File: config.mk
export PLATFORM = sky130hd
export DESIGN_NAME = rom_stream_accum
export DESIGN_NICKNAME = d
export VERILOG_FILES = /design/src/rtl/rom_stream_accum.sv
export SDC_FILE = /design/constraint.sdc
export NUM_CORES = 1
export LEC_CHECK = 0
export ABC_AREA = 0
export CAP_MARGIN = 40
export CORE_AREA = 2 2 116 118
export CTS_CLUSTER_DIAMETER = 100
export DETAILED_ROUTE_END_ITERATION = 8
export DIE_AREA = 0 0 118 120
export HOLD_SLACK_MARGIN = 0.06
export SLEW_MARGIN = 20
export SYNTH_ARGS = -nofsm -noshare
export SYNTH_HDL_FRONTEND = slang
export SYNTH_SLANG_ARGS = --single-unit
File: constraint.sdc
create_clock -name clk -period 4.05 [get_ports clk]
set_clock_uncertainty 0.2 [all_clocks]
set_input_delay 0.81 -clock clk [delete_from_list [all_inputs] [get_ports clk]]
set_output_delay 0.81 -clock clk [all_outputs]
set_load 0.01 [all_outputs]
File: src/rtl/rom_stream_accum.sv
// rom_stream_accum: per-frame sum/count/overflow of a ROM word stream, reported once per done_in.
// Min/max tracking is built only when ROM_STREAM_MINMAX_EN is defined; otherwise min_out/max_out are 0.
module rom_stream_accum #(
  parameter int DATA_W    = 16,
  parameter int MAX_WORDS = 100
) (
  input  logic              clk,
  input  logic              rst,
  input  logic              valid_in,
  input  logic [DATA_W-1:0] data_in,
  input  logic              done_in,
  output logic [DATA_W+6:0] sum_out,
  output logic [DATA_W-1:0] min_out,
  output logic [DATA_W-1:0] max_out,
  output logic [6:0]        count_out,
  output logic              overflow,
  output logic              result_valid,
  output logic              busy
);
  localparam int SW = DATA_W + 7;
  localparam logic [1:0] IDLE = 2'd0, ACC = 2'd1, REPORT = 2'd2;
  logic [1:0]    state_q, state_d;
  logic [SW-1:0] sum_q, sum_d;
  logic [6:0]    cnt_q, cnt_d;
  logic          ovf_q, ovf_d;
  logic          first, empty, take;
  // first word of a frame, empty frame, and an accepted in-frame word
  assign first = state_q == IDLE && valid_in;
  assign empty = state_q == IDLE && !valid_in && done_in;
  assign take  = state_q == ACC && valid_in && cnt_q < 7'(MAX_WORDS);
  assign busy  = state_q == ACC;
  always_comb begin
    state_d = state_q == IDLE ? (valid_in ? ACC : done_in ? REPORT : IDLE)
            : state_q == ACC  ? (done_in ? REPORT : ACC) : IDLE;
    sum_d   = first ? SW'(data_in) : empty ? '0 : take ? sum_q + SW'(data_in) : sum_q;
    cnt_d   = first ? 7'd1 : empty ? 7'd0 : take ? cnt_q + 7'd1 : cnt_q;
    ovf_d   = (first || empty) ? 1'b0 : ovf_q || (state_q == ACC && valid_in && !take);
  end
  always_ff @(posedge clk or negedge rst) begin
    if (!rst) begin
      state_q      <= IDLE;
      sum_q        <= '0;
      cnt_q        <= '0;
      ovf_q        <= 1'b0;
      sum_out      <= '0;
      count_out    <= '0;
      overflow     <= 1'b0;
      result_valid <= 1'b0;
    end else begin
      state_q      <= state_d;
      sum_q        <= sum_d;
      cnt_q        <= cnt_d;
      ovf_q        <= ovf_d;
      result_valid <= state_q == REPORT;
      if (state_q == REPORT) begin
        sum_out   <= sum_q;
        count_out <= cnt_q;
        overflow  <= ovf_q;
      end
    end
  end
`ifdef ROM_STREAM_MINMAX_EN
  logic [DATA_W-1:0] min_q, min_d, max_q, max_d;
  always_comb begin
    min_d = first ? data_in : empty ? '1 : (take && data_in < min_q) ? data_in : min_q;
    max_d = first ? data_in : empty ? '0 : (take && data_in > max_q) ? data_in : max_q;
  end
  always_ff @(posedge clk or negedge rst) begin
    if (!rst) begin
      min_q   <= '0;
      max_q   <= '0;
      min_out <= '0;
      max_out <= '0;
    end else begin
      min_q <= min_d;
      max_q <= max_d;
      if (state_q == REPORT) begin
        min_out <= min_q;
        max_out <= max_q;
      end
    end
  end
`else
  assign min_out = '0;
  assign max_out = '0;
`endif
endmodule

==> flow_summary.toml <==
[outcome]
run_status = "finished clean"

[timing]
tightest_slew_ns = 0.604
finalWorstPathRequiredPeriod_ns = 3.12
slew-limit-headroom = 0.597
fin_tns_setup_ns = 0
report.final.setup_viol = 0
fmax_mhz = 321
grt_setup_unrepaired = "no"
setup_slack_ns = 0.930
report.final.slew_viol_count = 0
fin_crit_sh = 0.770
hold_viol_final = 0

[final_layout]
layout-area-overhead-vs-synth_pct = 23.9
layout-drive-gt1-share = 0.0832
antennaDiodeCount = 0
final_nets = 538
nFillCells = 1349

[critical_path]
reg2reg_slack_ns = 1.50
critical_path_required_ns = 4.10
cp-startpoint = "data_in[0]"
reg2regPathDepth = 8
worstPathMaxFanout = 4
crit_type = "input pin to register"
critical_path.max_stage_delay_ns = 0.50
reg2reg_to = "sum_q[13]"
setup.worst_path.end_class = "register"
r2r-start = "sum_q[4]"
slowest_stage = "clkdlybuf4s50_1"
worstSetupEndpoint = "sum_q[22]"
cells_along_the_critical_path = "clkdlybuf4s50_1 -> ha_1 -> inv_1 -> fa_1 -> nor2b_1 -> o21a_2 -> o211ai_2 -> and2_4 -> a21o_1 -> or3_1 -> a21oi_1"
crit_arrival_ns = 3.17
critical_path.startpoint_type = "input pin"

[die]
floorplan.io_pins = 85
placementRows = 42
die-width_um = 118
fp.coreArea_um2 = 13000
die_area_um2 = 14200
die_height_um = 120
initial_core_util = 0.295

[cts]
cts_tree = "built"
cts_num_sinks = 65
maximum_level_of_the_cts_h_tree = 3
cts.clk_slew.worst_paths_ns = 0.06
postCtsSetupRepairBufs = 0
cts_hold_buf = 0
cts.root.buffer_cell = "clkbuf_16"
numCtsBuffers = 9
cts_buffer_depth = 2
worstSkewPairLatency_ns = 0.33
post_cts_resized = 0

[power]
power_w = 0.00304
cellInternalPower_w = 0.00192
p_sw_w = 0.00112
power_density_nw_per_um2 = 640
power.sequential.fraction = 0.314
combPwrFrac = 0.420
vdd.ir_drop.worst_mv = 0.236
clkPwrFrac = 0.267
switching_share = 0.369
power_leakage_nw = 2.22

[route]
routed_wl_mm = 9.37
drt-met1-wl_mm = 4.20
antenna_left = 0
wl_met3_um = 427
drc = 0
met2_wirelength_mm = 4.57
top_layer_used = "met4"
drt_first_iter_violations = 249
drt-vias-per-instance = 4.66
dr.pass1.iters = 4
vias = 3175
wl_per_cell_um = 13.8

[synthesis]
synth.ff_latch_count = 65
syn-cell-area_um2 = 3830
post-synth-top-area-fraction = 0.425
post_synthesis_async_set_or_reset_flop_share = 1.00
synth.yosys.seq_area_share = 0.425
synth_top_cell_by_area = "dfrtp_1"
ys_dominant_reg_cell = "dfrtp_1"
synth.lib_cells_used.distinct = 52
number_of_enable_flip_flop_cells_after_synthesis = 0
syn_inst = 448
synthTopCellsByArea = "dfrtp_1, nand2_1, buf_4"
syn-mean-instance-area_um2 = 8.55
ys.warnings.count = 0

[grt]
grt_pass1_vias = 3257
grtUsageTotal = 0.140
global_route_wire_length_before_repair_mm = 16.0
antenna_found_initial = 0
largest_net_degree_at_the_start_of_global_routing = 43
globalRoute.totalOverflow = 0

[placement]
finalWeightedCongestion = 0.909
dp_hpwl_mm = 6.77
portBuffers = 52
place_ws_ns = 0.591

[worst_hold_path]
worst_hold_path_type = "register to register"

[flow_run]
drv.max_cap_violation_count = 0
==> how the worst min path moves through the flow <==
stage | from | endpoint | slack (ns) | depth (start not counted)
after CTS | sum_q[22] | sum_out[22] | 0.28 | 2
final | count_out[0] | count_out[0] | 0.27 | 2
after global routing | count_out[0] | count_out[0] | 0.29 | 2
after global placement | sum_out[0] | sum_out[0] | 0.26 | 2
after floorplan | ovf_q | overflow | 0.24 | 2
after detailed placement | sum_out[8] | sum_out[8] | 0.26 | 2
==> power groups by stage <==
stage / Combinational (W) / Sequential, W / Clock [W]
finish: 0.00127 / 0.000952 / 0.000810
global route: 0.00143 / 0.000977 / 0.000859
CTS: 0.00128 / 0.000954 / 0.000831
detailed placement: 0.00127 / 0.000964 / 0
global placement: 0.00125 / 0.000957 / 0
floorplan: 0.000846 / 0.000976 / 0
==> kinds of logic after synthesis <==
kind of cell	count (synthesis)	share of synthesized area
buf+inv	59	0.0925
xor+xnor	18	0.0412
mux	2	0.00523
fa+ha+maj	18	0.0608
simple gates	183	0.201
flops	65	0.425
other cells	1	0.000979
compound gates	102	0.174
==> per-layer routing <==
metal / global-route usage / vias up
met5: 0 / -
met2: 0.239 / 93
met1: 0.172 / 1510
met4: 0.0542 / 0
li1: - / 1553
met3: 0.0295 / 19
==> cells in the mapped netlist (3+ instances only) <==
master    number
a211oi_1       4
clkbuf_1      10
nand4_1        4
ha_1          17
a21o_1         5
nand3_1        6
dfrtp_1       65
and3_1         5
nand2b_1       3
nor2_1        33
a31oi_1        5
buf_2          4
o21a_1         4
xor2_1        12
o21ai_1        3
o21ai_0       17
xnor2_1        6
a21oi_1       41
inv_1          9
nand2_1      120
buf_4         34
==> cells in the final DEF (no fill, tap or decap), drive strengths merged, types with 3 or more instances in the layout <==
cell type	Yosys	layout
nand2	121	121
dfrtp	65	65
clkdlybuf4s50	0	51
a21oi	43	43
nor2	34	34
conb	1	32
o21ai	20	20
ha	17	17
xor2	12	12
clkbuf	10	11
inv	9	10
buf	40	9
nand3	7	7
xnor2	6	6
a31oi	6	6
a211oi	6	6
a21o	5	5
and3	5	5
o21a	5	5
nand4	4	4
and2	4	4
nand2b	3	3
o211ai	3	3
==> stage by stage <==
step,cell area [um2],cells,util,hold slack (ns)
after floorplan,3950,479,-,0.239
after global placement,4410,664,0.340,0.263
after detailed placement,4430,665,0.341,0.261
after CTS,4740,681,0.366,0.280
after global routing,4740,681,0.366,0.289
final,4740,681,0.366,0.274
==> critical path, delay by kind of cell <==
family,cells,cell delay (ns)
AND/OR/NAND/NOR,3,0.65
adder cells (fa/ha/maj),2,0.58
AO/OA/AOI/OAI,4,0.57
buffers and inverters,2,0.55
==> state kept, by name, indices dropped and copies added, names as in the netlist <==
signal,flops
ovf_q,1
state_q,2
result_valid,1
count_out,7
sum_q,23
sum_out,23
cnt_q,7
overflow,1
==> area by class of cell <==
class                   count  area [um2]  area share
repair buffers             60         583       0.123
clock inverters             5        62.6      0.0132
inverters                   9        33.8     0.00712
flip-flops and latches     65        1630       0.343
multi-input cells         355        1970       0.414
well taps                 176         220      0.0464
clock buffers              11         253      0.0533
(Power assumes the default switching activity.)
